$ cat src/rtl/common_types_pkg.sv
`default_nettype none
// ============================================================================
//  Module   : common_types_pkg
//  Purpose  : Shared types for the memory subsystem: SRAM handshake status,
//             arbiter FSM states and arbiter port identifiers.
//  Revision : 1.0 - initial release with ram_arbiter types
// ============================================================================
package common_types_pkg;

  // Status reported by the SRAM and forwarded to each requester
  typedef enum logic [1:0] {
    RAM_IDLE = 2'd0,
    RAM_WAIT = 2'd1,
    RAM_DONE = 2'd2
  } ram_state_t;

  // Arbiter FSM: idle, or which port currently owns the SRAM
  typedef enum logic [1:0] {
    ARB_IDLE   = 2'd0,
    ARB_IGRANT = 2'd1,
    ARB_DGRANT = 2'd2
  } arb_state_t;

  // Requester identity, used for round-robin history
  typedef enum logic {
    ARB_INSTR = 1'b0,
    ARB_DATA  = 1'b1
  } arb_port_t;

  localparam int WEN_W = 4;

  // The port that should win a tie, given the last port that was granted
  function automatic arb_port_t other_port(input arb_port_t p);
    return (p == ARB_INSTR) ? ARB_DATA : ARB_INSTR;
  endfunction

endpackage : common_types_pkg
`default_nettype wire

$ cat src/rtl/ram_arbiter.sv
`default_nettype none
// ============================================================================
//  Module   : ram_arbiter
//  Purpose  : Shares one single-port SRAM between instruction fetch and data
//             access. One owner at a time, grant held until RAM_DONE or the
//             owner withdraws; ties resolved round-robin. Counts wait cycles.
//  Revision : 1.0 - initial release
// ============================================================================
module ram_arbiter
  import common_types_pkg::*;
#(
  parameter int ADDR_W = 32,
  parameter int DATA_W = 32
) (
  input  logic              clk,
  input  logic              nrst,
  // instruction fetch port
  input  logic              i_ren,
  input  logic [ADDR_W-1:0] i_addr,
  output logic [DATA_W-1:0] i_load,
  output ram_state_t        i_state,
  // data access port
  input  logic              d_ren,
  input  logic [WEN_W-1:0]  d_wen,
  input  logic [ADDR_W-1:0] d_addr,
  input  logic [DATA_W-1:0] d_store,
  output logic [DATA_W-1:0] d_load,
  output ram_state_t        d_state,
  // SRAM side
  output logic              m_ren,
  output logic [WEN_W-1:0]  m_wen,
  output logic [ADDR_W-1:0] m_addr,
  output logic [DATA_W-1:0] m_store,
  input  logic [DATA_W-1:0] m_load,
  input  ram_state_t        m_state,
  // performance counter
  output logic [31:0]       conflict_cnt
);

  logic       w_i_req;
  logic       w_d_req;
  logic       w_win_valid;
  arb_port_t  w_winner;
  logic       w_drive_i;
  logic       w_drive_d;
  logic       w_waiting;

  arb_state_t r_state;
  arb_port_t  r_last_grant;
  logic [31:0] r_conflict_cnt;

  assign w_i_req = i_ren;
  assign w_d_req = d_ren | (|d_wen);

  // Read data is shared; only the owner's status says whether it is valid
  assign i_load = m_load;
  assign d_load = m_load;

  assign conflict_cnt = r_conflict_cnt;

  // Round-robin winner for the idle state: sole requester, else the port not granted last
  always_comb begin
    w_win_valid = w_i_req | w_d_req;
    w_winner    = ARB_INSTR;
    if (w_i_req && w_d_req) begin
      w_winner = other_port(r_last_grant);
    end else if (w_d_req) begin
      w_winner = ARB_DATA;
    end
  end

  // Decide which port drives the SRAM this cycle; an owner that drops its request drives nothing
  always_comb begin
    w_drive_i = 1'b0;
    w_drive_d = 1'b0;
    if (nrst) begin
      unique case (r_state)
        ARB_IDLE: begin
          w_drive_i = w_win_valid && (w_winner == ARB_INSTR);
          w_drive_d = w_win_valid && (w_winner == ARB_DATA);
        end
        ARB_IGRANT: w_drive_i = w_i_req;
        ARB_DGRANT: w_drive_d = w_d_req;
        default: begin
          w_drive_i = 1'b0;
          w_drive_d = 1'b0;
        end
      endcase
    end
  end

  // Steer the driving port onto the SRAM; m_state never feeds this path
  always_comb begin
    m_ren   = 1'b0;
    m_wen   = '0;
    m_addr  = '0;
    m_store = '0;
    if (w_drive_i) begin
      m_ren  = i_ren;
      m_addr = i_addr;
    end else if (w_drive_d) begin
      m_ren   = d_ren;
      m_wen   = d_wen;
      m_addr  = d_addr;
      m_store = d_store;
    end
  end

  // Per-port status: owner mirrors the SRAM, any other requester is told to wait
  always_comb begin
    i_state = RAM_IDLE;
    d_state = RAM_IDLE;
    if (nrst) begin
      unique case (r_state)
        ARB_IGRANT: begin
          i_state = w_i_req ? m_state  : RAM_IDLE;
          d_state = w_d_req ? RAM_WAIT : RAM_IDLE;
        end
        ARB_DGRANT: begin
          i_state = w_i_req ? RAM_WAIT : RAM_IDLE;
          d_state = w_d_req ? m_state  : RAM_IDLE;
        end
        default: begin
          i_state = w_i_req ? RAM_WAIT : RAM_IDLE;
          d_state = w_d_req ? RAM_WAIT : RAM_IDLE;
        end
      endcase
    end
  end

  // Grant FSM: take a winner from idle, release on completion or withdrawal
  always_ff @(posedge clk) begin
    if (!nrst) begin
      r_state      <= ARB_IDLE;
      r_last_grant <= ARB_INSTR;
    end else begin
      unique case (r_state)
        ARB_IDLE: begin
          if (w_win_valid) begin
            r_state      <= (w_winner == ARB_INSTR) ? ARB_IGRANT : ARB_DGRANT;
            r_last_grant <= w_winner;
          end
        end
        ARB_IGRANT: begin
          if (!w_i_req || (m_state == RAM_DONE)) begin
            r_state <= ARB_IDLE;
          end
        end
        ARB_DGRANT: begin
          if (!w_d_req || (m_state == RAM_DONE)) begin
            r_state <= ARB_IDLE;
          end
        end
        default: r_state <= ARB_IDLE;
      endcase
    end
  end

  // At most one port can be waiting in a given cycle, so a single increment suffices
  assign w_waiting = (w_i_req & ~w_drive_i) | (w_d_req & ~w_drive_d);

  // Saturating count of cycles in which a requester was held off
  always_ff @(posedge clk) begin
    if (!nrst) begin
      r_conflict_cnt <= '0;
    end else if (w_waiting && (r_conflict_cnt != 32'hFFFF_FFFF)) begin
      r_conflict_cnt <= r_conflict_cnt + 32'd1;
    end
  end

endmodule : ram_arbiter
`default_nettype wire

$ cat config.mk
export PLATFORM = sky130hd
export DESIGN_NAME = ram_arbiter
export DESIGN_NICKNAME = d
export VERILOG_FILES = /design/src/rtl/common_types_pkg.sv /design/src/rtl/ram_arbiter.sv
export SDC_FILE = /design/constraint.sdc
export NUM_CORES = 1
export LEC_CHECK = 0
export CAP_MARGIN = 25
export CORE_AREA = 8 8 112 114
export CTS_BUF_LIST = sky130_fd_sc_hd__clkbuf_8
export CTS_CLUSTER_SIZE = 28
export DETAILED_ROUTE_END_ITERATION = 6
export DIE_AREA = 0 0 120 122
export PLACE_DENSITY = 0.84
export SLEW_MARGIN = 20
export SYNTH_ARGS = -nofsm -noshare
export SYNTH_HDL_FRONTEND = slang
export SYNTH_SLANG_ARGS = --single-unit
$ cat constraint.sdc
create_clock -name clk -period 4.1 [get_ports clk]
set_clock_uncertainty 0.2 [all_clocks]
set_input_delay 0.615 -clock clk [delete_from_list [all_inputs] [get_ports clk]]
set_output_delay 0.615 -clock clk [all_outputs]
set_load 0.01 [all_outputs]
After elaboration in Yosys (flattened, before gate mapping)
Index checks and enable logic that the tools add are counted.

Register bits after elaboration: 35. Input port bits: 138. Output and inout port bits: 169. Logic and storage cells: 59.

Add/subtract/negate cells: 1. Equality and inequality tests: 7. Mux-type cells: 28. Bitwise gates (word level): 8. Reductions and logical operators: 12.

Operators with widths (number): 32-bit 2-to-1 mux (4); 32-bit by 1-bit adder with 32-bit output (second input constant) (1); 32-bit != test (second input constant) (1); 2-bit 2-to-1 mux (10); 1-bit 2-to-1 mux (9); 4-bit 2-to-1 mux (2); 2-bit != test (second input constant) (3); 2-bit one-hot mux with 3 select lines (1); 2-bit equality test (second input constant) (2); 1-bit logical AND (4); 1-bit one-hot mux with 2 select lines (2); 4-bit OR reduction (1); 1-bit NOT (3); 1-bit OR (3); 3-bit AND reduction (1); 1-bit AND (2); 2-bit by 1-bit equality test with 1-bit output (second input constant) (1); 1-bit zero test (2); 2-bit zero test (1); 1-bit logical OR (2); 2-bit AND reduction (1).

Depth between registers and ports, before layout
Gate-level depths: netlist of the first run.

Word-level depth: 12. Gate-level depth with buffers: 8. Mapped depth without buffers: 6.

Worst setup path before layout of the first run
No wires, ideal clock.

Path kind: in2out. Start point: in d_wen[0]. End point: out m_addr[22]. Arrival: 1.940 ns. Required time: 3.285 ns. Slack: 1.345 ns. Stages on the path: 5. Path buffers: 1. Cells stage by stage: nor3_4 -> nor3b_2 -> o311a_1 -> clkbuf_1 -> a22o_1.

Longest elaborated chain between the ends: 9. Elaborated cells on any way between the ends: 15. Classes of those cells: mux (8); bitwise (3); reduce/logical (4).

RTL lines: from (decl) (RTL line ram_arbiter.sv:24) `input logic [WEN_W-1:0] d_wen,`; 4-bit OR reduction * (RTL line ram_arbiter.sv:53) `assign w_d_req = d_ren | (|d_wen);`; 1-bit OR * (RTL line ram_arbiter.sv:53); 1-bit 2-to-1 mux / 1-bit logical AND (equally long branches) (RTL line ram_arbiter.sv:67, ram_arbiter.sv:65); 1-bit 2-to-1 mux (RTL line ram_arbiter.sv:65) `if (w_i_req && w_d_req) begin`; 1-bit logical AND / 1-bit NOT (equally long branches); 1-bit one-hot mux with 2 select lines / 1-bit logical AND (equally long branches) (RTL line ram_arbiter.sv:77, ram_arbiter.sv:79); 1-bit 2-to-1 mux / 1-bit one-hot mux with 2 select lines (equally long branches) (RTL line ram_arbiter.sv:76, ram_arbiter.sv:77); 32-bit 2-to-1 mux / 1-bit 2-to-1 mux (equally long branches) (RTL line ram_arbiter.sv:101, ram_arbiter.sv:76); 32-bit 2-to-1 mux * (RTL line ram_arbiter.sv:98) `if (w_drive_i) begin`; to (decl) (RTL line ram_arbiter.sv:32) `output logic [ADDR_W-1:0] m_addr,`.

Mark *: on every way between the ends. The rest lies on a longest branch, timed or not.

Final worst setup path of the first run
Start point: in i_ren. End point: out m_store[7].

Longest elaborated chain between the ends: 7. Elaborated cells on any way between the ends: 12. Classes of those cells: mux (7); bitwise (2); reduce/logical (3).

RTL lines: from (decl) (RTL line ram_arbiter.sv:18) `input logic i_ren,`; 1-bit logical AND (RTL line ram_arbiter.sv:65); 1-bit 2-to-1 mux (RTL line ram_arbiter.sv:65); 1-bit logical AND / 1-bit NOT (equally long branches); 1-bit one-hot mux with 2 select lines / 1-bit logical AND (equally long branches) (RTL line ram_arbiter.sv:77, ram_arbiter.sv:79); 1-bit 2-to-1 mux / 1-bit one-hot mux with 2 select lines (equally long branches) (RTL line ram_arbiter.sv:76, ram_arbiter.sv:77); 32-bit 2-to-1 mux / 1-bit 2-to-1 mux (equally long branches) (RTL line ram_arbiter.sv:101, ram_arbiter.sv:76); 32-bit 2-to-1 mux * (RTL line ram_arbiter.sv:98); to (decl) (RTL line ram_arbiter.sv:33) `output logic [DATA_W-1:0] m_store,`.

Marks and branches as above.

==> results.toml, run 1 <==
[outcome]
status = "completed"

[clock_tree]
cts.root.buffer_cell = "clkbuf_8"
clockBufferDepth = 2
insertion_delay_ns = 0.29
ctsResizeCount = 0
ctsHoldBuffers = 0
cts_tree = "done"
htree_levels = 2
numCtsBuffers = 5
numClockSinks = 35
post-cts-setup-buffers = 0
clk_pin_slew_worst_paths_ns = 0.08

[yosys]
synth.net_count = 533
synthArstFlopShare_pct = 0
ys_seq_area_share_pct = 22.1
synthCells = 394
synth_area_sq_mm = 0.00317
yosysWarnings = 0
avgSynthCellArea_sq_um = 8.04
yosysUniqueCellTypes = 56
ys.flop_type = "dfxtp_1"
synth_seq_cells = 35
synth_edf_count = 0

[worst_setup_path]
cp_max_fo = 51
crit_path_cell_trace = "clkdlybuf4s50_1 > nor2b_1 > a21oi_1 > and2_1 > nor2b_4 > buf_12 > and2_1 > clkdlybuf4s50_1"
crit_type = "in -> out"
worst_ep_arrival_time_ns = 2.91
crit_buf_inv = 3
worstSetupStartpointType = "input pin"
slowest_stage = "clkdlybuf4s50_1"
endpoint_kind = "primary output"
required_ns = 3.28
cpPeakStageDelay_ns = 0.61
critical_path.top_delay_family = "buffers and inverters"

[global_route]
track_usage_pct = 17.9
grt_overflow = 0
antenna_found_initial = 1
grt_pass1_vias = 3518
grt_max_degree = 52
grt_first_pass_wirelength_microns = 20800

[sta]
setup_slack_ns = 0.379
setup_viol = 0
fin_crit_ns = 3.72
max_freq_mhz = 269
slew_headroom_pct = 62.0
period_share_pct = 90.8
hold_viol_final = 0
worst_pin_slew_ns = 0.566
holdWs_ns = 0.290
rsz0062_at_grt = "no"
setup_tns_ns = 0
slew_violations = 0

[detailed_routing]
wl_per_cell_microns = 21.0
first_pass_iters = 6
avgViaCountPerCell = 5.24
vias = 3514
drcViolationCount = 0
drtIter0Drc = 295
drt.antenna.violating_nets = 0
drt-total-wl_microns = 14100

[power]
clkPwrFrac_pct = 23.1
peakVddDrop_uv = 104
seq_power_share_pct = 33.4
power.share.switching_pct = 30.6
cellInternalPower_mw = 0.745
cellPowerDensity_mw_per_mm2 = 215
p_switching_mw = 0.329
p_comb_share_pct = 43.5
p_leak_nw = 1.79

[placement]
port-buffer-count = 210
place_inst = 661
dp_hpwl_microns = 11500
post-place-ws_ns = 0.362
gp_congestion = 0.975

[layout]
final_util_pct = 46.7
fin_cells = 670
layout_common_cells = "210 x clkdlybuf4s50_1, 35 x and2_1, 35 x dfxtp_1"
drive_gt1_share_pct = 5.66
seq_area_sq_um = 701
fillers = 1001
area_growth_pct = 57.8
antenna-diode-count = 0
nets = 668
multi_input_area_sq_mm = 0.00183
final_common_cell = "clkdlybuf4s50_1"

[flow_run]
drv_cap = 0

[floorplan]
floorplan.initialDensity_pct = 29.6
pin_count = 307
die_y_microns = 122
dieArea_sq_mm = 0.0146
die_w_microns = 120
fp-row-count = 38
fp.coreArea_sq_mm = 0.0107

[worst_hold_path]
min_path_type = "reg -> reg"
final timing paths:
kind	cells after the start	from	endpoint	slack [ns]
min	2	conflict_cnt[12]$_SDFFE_PN0P_	conflict_cnt[12]$_SDFFE_PN0P_	0.29
max	8	i_ren	m_store[7]	0.38
max reg2reg	5	r_state[0]$_SDFFE_PN0P_	conflict_cnt[23]$_SDFFE_PN0P_	1.73
min reg2reg	2	conflict_cnt[12]$_SDFFE_PN0P_	conflict_cnt[12]$_SDFFE_PN0P_	0.29
kinds of logic after synthesis:
kind of cell / Yosys count / share of synthesized area, %
compound gates: 95 / 23.2
buf+inv: 96 / 20.5
flops: 35 / 22.1
fa+ha+maj: 1 / 0.395
mux: 7 / 2.21
simple gates: 160 / 31.6
power by group through the flow:
| stage | logic [mW] | clock network (mW) | registers [mW] |
|---|---|---|---|
| CTS | 0.474 | 0.255 | 0.358 |
| detailed placement | 0.470 | 0 | 0.366 |
| floorplan | 0.238 | 0 | 0.362 |
| finish | 0.468 | 0.248 | 0.358 |
| global route | 0.498 | 0.274 | 0.360 |
| global placement | 0.465 | 0 | 0.364 |
cell type report:
| type | count | area share, % |
|---|---|---|
| Clock buffer | 5 | 1.38 |
| Clock inverter | 3 | 0.325 |
| Inverter | 6 | 0.450 |
| Multi-Input combinational cell | 263 | 36.5 |
| Sequential cell | 35 | 14.0 |
| Tap cell | 140 | 3.50 |
| Timing Repair Buffer | 218 | 43.8 |
state kept, by name, summed over array words and instances, names as in the netlist:
signal,count
conflict_cnt,32
r_state,2
r_last_grant,1
Yosys cell counts (all sizes together), types with 2 or more instances:
master   n  area (sq um)
nand2b  11          68.8
o21a     3          22.5
nand4   12          90.1
nor3b    2          31.3
a22o    32           280
o311ai   6          52.6
buf     79           587
o31a     3          27.5
dfxtp   35           701
o311a    2          20.0
and4     4          36.3
o41ai    4          35.0
nor2b    2          12.5
o21ai    8          40.0
a21oi   17          85.1
clkbuf  11          41.3
nor3     8          51.3
nand3   12          60.1
and2    37           233
nor4     9          71.3
or3      5          31.3
and3     9          56.3
or4      9          67.6
o31ai   11          82.6
nand2   24          92.6
inv      6          22.5
nor2    12          47.6
mux2i    7          70.1
metal layers:
metal	vias to the layer above	wire length [microns]	GRT usage, %
met1	1633	5210	19.9
met5	-	13	0
met2	191	7310	31.4
met4	2	280	5.54
li1	1668	-	-
met3	20	1270	6.43
worst register-to-register path: cells and delay by family (launching register included):
kind / cells / cell delay [ns]
and+or+nand+nor: 3 / 1.09
DFF: 1 / 0.53
AOI/OAI and AO/OA: 2 / 0.49
through the flow:
| step | area [sq um] | power, mW |
|---|---|---|
| global route | 5000 | 1.13 |
| finish | 5000 | 1.07 |
| global placement | 4900 | 0.829 |
| detailed placement | 4900 | 0.836 |
| floorplan | 3170 | 0.600 |
| CTS | 4990 | 1.09 |
(Power assumes the default switching activity.)
==> run 2, diff against run 1 <==
SLEW_MARGIN = 5   (was 20)
==> run 2 against run 1 <==
Against the previous run:
- routed wire length shrank 0.67%
- flip-flop and latch count is the same
- worst setup slack gained 0.0084 ns
- sequential power is essentially flat
==> results.toml, run 2 (synthesis results as in run 1) <==
[power]
p_switching_mw = 0.331
peakVddDrop_uv = 104
power.share.switching_pct = 30.8
p_comb_share_pct = 43.5
total_power_mw = 1.08
cellPowerDensity_mw_per_mm2 = 216
clkPwrFrac_pct = 23.3
seq_power_share_pct = 33.3
cellInternalPower_mw = 0.745
p_leak_nw = 1.78

[layout]
largest_register_ffs = 32
fillers = 1002
final_common_cell = "clkdlybuf4s50_1"
fin_cells = 669
final_util_pct = 46.6
area_growth_pct = 57.4
drive_gt1_share_pct = 5.48
design_area_sq_mm = 0.00499
antenna-diode-count = 0
layout_common_cells = "210 x clkdlybuf4s50_1, 35 x and2_1, 35 x dfxtp_1"
nets = 667

[clock_tree]
numCtsBuffers = 5
clockBufferDepth = 2
clk_pin_slew_worst_paths_ns = 0.08
cts_tree = "done"
htree_levels = 2
numClockSinks = 35
ctsHoldBuffers = 0
cts.root.buffer_cell = "clkbuf_8"
insertion_delay_ns = 0.29
ctsResizeCount = 0
post-cts-setup-buffers = 0

[sta]
slew_headroom_pct = 33.9
max_freq_mhz = 269
slew_violations = 0
worst_pin_slew_ns = 0.984
holdWs_ns = 0.290
period_share_pct = 90.6
hold_viol_final = 0
setup_viol = 0
setup_tns_ns = 0
rsz0062_at_grt = "no"
setup_slack_ns = 0.387
fin_crit_ns = 3.71

[placement]
port-buffer-count = 210
gp_congestion = 0.975
dp_hpwl_microns = 11500
place_area_sq_mm = 0.00490
post-place-ws_ns = 0.362
place_inst = 661

[floorplan]
dieArea_sq_mm = 0.0146
floorplan.initialDensity_pct = 29.6
fp-row-count = 38
die_y_microns = 122
fp.coreArea_sq_mm = 0.0107
pin_count = 307
die_w_microns = 120

[worst_setup_path]
required_ns = 3.28
cp_max_fo = 51
endpoint_kind = "primary output"
r2r-start = "conflict_cnt[26]$_SDFFE_PN0P_"
critical_path.top_delay_family = "buffers and inverters"
crit_end = "m_store[7]"
reg2regPathDepth = 5
r2r-end = "conflict_cnt[3]$_SDFFE_PN0P_"
cp-startpoint = "i_ren"
crit_type = "in -> out"
cp.depth = 8
regToRegSetupSlack_ns = 1.53
worst_ep_arrival_time_ns = 2.90
crit_buf_inv = 3
worstSetupStartpointType = "input pin"
cpPeakStageDelay_ns = 0.61
crit_path_cell_trace = "clkdlybuf4s50_1 > nor2b_1 > a21oi_1 > and2_1 > nor2b_4 > buf_12 > and2_1 > clkdlybuf4s50_1"
slowest_stage = "clkdlybuf4s50_1"

[detailed_routing]
wl_per_cell_microns = 20.9
avgViaCountPerCell = 5.23
first_pass_iters = 6
drt.antenna.violating_nets = 0
drcViolationCount = 0
drt-total-wl_microns = 14000
drtIter0Drc = 261
vias = 3502

[flow_run]
drv_cap = 0

[global_route]
grt_first_pass_wirelength_microns = 20800
grt_max_degree = 52
grt_pass1_vias = 3518
track_usage_pct = 17.9
grt_overflow = 0
antenna_found_initial = 1

[worst_hold_path]
min_path_type = "reg -> reg"

[outcome]
status = "completed"
run 2: area by class of cell:
type	instances	area, sq um	share of cell area (%)
clock inverter	3	16.3	0.326
multi-input combinational	263	1830	36.6
clock buffer	5	68.8	1.38
timing repair buffer	217	2180	43.7
inverter	6	22.5	0.451
tap	140	175	3.51
sequential	35	701	14.0
run 2: how the worst min path moves through the flow:
stage                                       start                       endpoint  slack (ns)  cells after the start
floorplan           conflict_cnt[12]$_SDFFE_PN0P_  conflict_cnt[12]$_SDFFE_PN0P_        0.29                      2
global placement    conflict_cnt[28]$_SDFFE_PN0P_  conflict_cnt[28]$_SDFFE_PN0P_        0.26                      2
detailed placement  conflict_cnt[12]$_SDFFE_PN0P_  conflict_cnt[12]$_SDFFE_PN0P_        0.29                      2
CTS                 conflict_cnt[12]$_SDFFE_PN0P_  conflict_cnt[12]$_SDFFE_PN0P_        0.30                      2
global route        conflict_cnt[28]$_SDFFE_PN0P_  conflict_cnt[28]$_SDFFE_PN0P_        0.31                      2
finish              conflict_cnt[12]$_SDFFE_PN0P_  conflict_cnt[12]$_SDFFE_PN0P_        0.29                      2
run 2: tightest hold or removal path: cells and delay by family (launching register included):
family / cells / cell delay (ns)
flops: 1 / 0.33
simple gates: 1 / 0.06
mux: 1 / 0.05
run 2: power groups by stage:
stage               clock, mW  combinational, mW  sequential [mW]
global route            0.274              0.498            0.360
floorplan                   0              0.238            0.362
CTS                     0.255              0.474            0.358
finish                  0.250              0.468            0.358
global placement            0              0.465            0.364
detailed placement          0              0.470            0.366
run 2: per-layer routing:
layer  share of wire [%]  global-route usage (%)  wire, microns  up-vias
li1                    -                       -              -     1668
met1                  37                    19.9           5160     1626
met2                  52                    31.4           7280      184
met3                 8.8                    6.43           1230       22
met4                 2.2                    5.54            303        2
met5               0.093                       0             13        -
==> run 3, diff against run 2 <==
PLACE_DENSITY = not set   (was 0.84)
PLACE_DENSITY_LB_ADDON = 0.3   (was not set)
==> run 3 against run 2 <==
Against the previous run:
- clock power increased by 4%
- worst setup slack worse by 0.047 ns
- worst hold slack improved by 0.0065 ns
- routed wire length rose by 9.1%
- combinational power grew 2%
- sequential power is essentially flat
- cell area increased by 0.58%
- core utilization grew 0.27 points
- first-iteration DRC count fell by 8.0%
- critical path type unchanged
- critical endpoint is now m_addr[17]
==> results.toml, run 3 (synthesis results as in run 1) <==
[clock_tree]
htree_levels = 2
ctsHoldBuffers = 0
numCtsBuffers = 5
clk_pin_slew_worst_paths_ns = 0.07
insertion_delay_ns = 0.29
post-cts-setup-buffers = 0
cts_tree = "done"
clockBufferDepth = 2
numClockSinks = 35
ctsResizeCount = 0
cts.root.buffer_cell = "clkbuf_8"

[detailed_routing]
drt.antenna.violating_nets = 0
first_pass_iters = 4
dr_wl_met3_microns = 1790
dr.max_layer_used = "met4"
drcViolationCount = 0
wl_per_cell_microns = 22.8
m1WireLength_microns = 5630
drtIter0Drc = 240
vias = 3451
avgViaCountPerCell = 5.15
route.met2.wl_microns = 7660
drt-total-wl_microns = 15300

[power]
cellPowerDensity_mw_per_mm2 = 219
total_power_mw = 1.10
clkPwrFrac_pct = 23.7
seq_power_share_pct = 32.6
power.share.switching_pct = 30.3
p_leak_nw = 1.80
p_comb_share_pct = 43.7
p_switching_mw = 0.333
cellInternalPower_mw = 0.764
peakVddDrop_uv = 114

[outcome]
status = "completed"

[global_route]
track_usage_pct = 19.5
grt_overflow = 0
antenna_found_initial = 0
grt_max_degree = 40
grt_first_pass_wirelength_microns = 21800
grt_pass1_vias = 3414

[worst_setup_path]
worstSetupStartpointType = "input pin"
required_ns = 3.28
reg2regPathDepth = 5
endpoint_kind = "primary output"
worst_ep_arrival_time_ns = 2.94
cp_max_fo = 33
crit_type = "in -> out"

[floorplan]
fp.coreArea_sq_mm = 0.0107
dieArea_sq_mm = 0.0146
pin_count = 307
die_y_microns = 122
floorplan.initialDensity_pct = 29.6
die_w_microns = 120
fp-row-count = 38

[sta]
worst_pin_slew_ns = 0.555
max_freq_mhz = 266
fin_crit_ns = 3.76
hold_viol_final = 0
slew_violations = 0
rsz0062_at_grt = "no"
period_share_pct = 91.7
setup_tns_ns = 0
setup_viol = 0
slew_headroom_pct = 62.7

[flow_run]
drv_cap = 0

[layout]
nets = 668
layout_common_cells = "210 x clkdlybuf4s50_1, 35 x and2_1, 35 x dfxtp_1"
final_common_cell = "clkdlybuf4s50_1"
largest_register_ffs = 32
drive_gt1_share_pct = 5.67
area_growth_pct = 58.3

[placement]
gp_congestion = 0.974
dp_hpwl_microns = 12700
port-buffer-count = 210

[worst_hold_path]
hold_path_depth = 2
min_path_type = "reg -> reg"
[run 3: changes by cell type in the layout (fill, tap and decap cells not counted)]
cell        before  now
buf_12           2    3
buf_4            5    4
buf_6            0    1
clkbuf_8         5    6
clkinvlp_4       1    0
diode_2          0    1
inv_1            7    6
[run 3: power by group through the flow]
stage / registers [mW] / clock network [mW] / logic, mW
floorplan: 0.362 / 0 / 0.238
global placement: 0.365 / 0 / 0.482
detailed placement: 0.365 / 0 / 0.483
CTS: 0.357 / 0.266 / 0.486
global route: 0.359 / 0.284 / 0.509
finish: 0.358 / 0.260 / 0.479
[run 3: per-layer routing]
metal,vias up,track usage (%)
li1,1661,-
met1,1589,21.7
met2,186,33.7
met3,15,8.75
met4,0,4.14
met5,-,0
[run 3: final timing paths]
kind / start / to / slack, ns
worst max-delay path: d_wen[0] / m_addr[17] / 0.34
worst min-delay path: conflict_cnt[28]$_SDFFE_PN0P_ / conflict_cnt[28]$_SDFFE_PN0P_ / 0.30
worst max register to register: r_state[0]$_SDFFE_PN0P_ / conflict_cnt[20]$_SDFFE_PN0P_ / 1.71
worst min register to register: conflict_cnt[28]$_SDFFE_PN0P_ / conflict_cnt[28]$_SDFFE_PN0P_ / 0.30
[run 3: per-stage QoR]
| step | setup slack, ns | util [%] | area (sq um) | hold WS (ns) | instances |
|---|---|---|---|---|---|
| 2_1_floorplan | 1.34 | - | 3170 | 0.294 | 394 |
| 3_3_place_gp | 0.335 | 46.0 | 4920 | 0.271 | 661 |
| 3_5_place_dp | 0.308 | 46.0 | 4920 | 0.281 | 661 |
| 4_1_cts | 0.281 | 46.8 | 5000 | 0.294 | 668 |
| 5_1_grt | 0.149 | 46.9 | 5010 | 0.322 | 669 |
| 6_report | 0.340 | 46.9 | 5020 | 0.296 | 670 |
[run 3: final cells by class]
| class | instances | area [sq um] |
|---|---|---|
| fill | 1050 | 5680 |
| timing repair buffer | 218 | 2200 |
| multi-input combinational | 263 | 1830 |
| sequential | 35 | 701 |
| tap | 140 | 175 |
| clock buffer | 6 | 82.6 |
| inverter | 6 | 22.5 |
| clock inverter | 1 | 5.00 |
| antenna | 1 | 2.50 |
[run 3: critical path, stage by stage]
cell             delay (ns)
clkdlybuf4s50_1        0.46
nor3_4                 0.27
nor3b_2                0.36
o311a_1                0.24
buf_12                 0.20
a22o_1                 0.23
clkdlybuf4s50_1        0.57
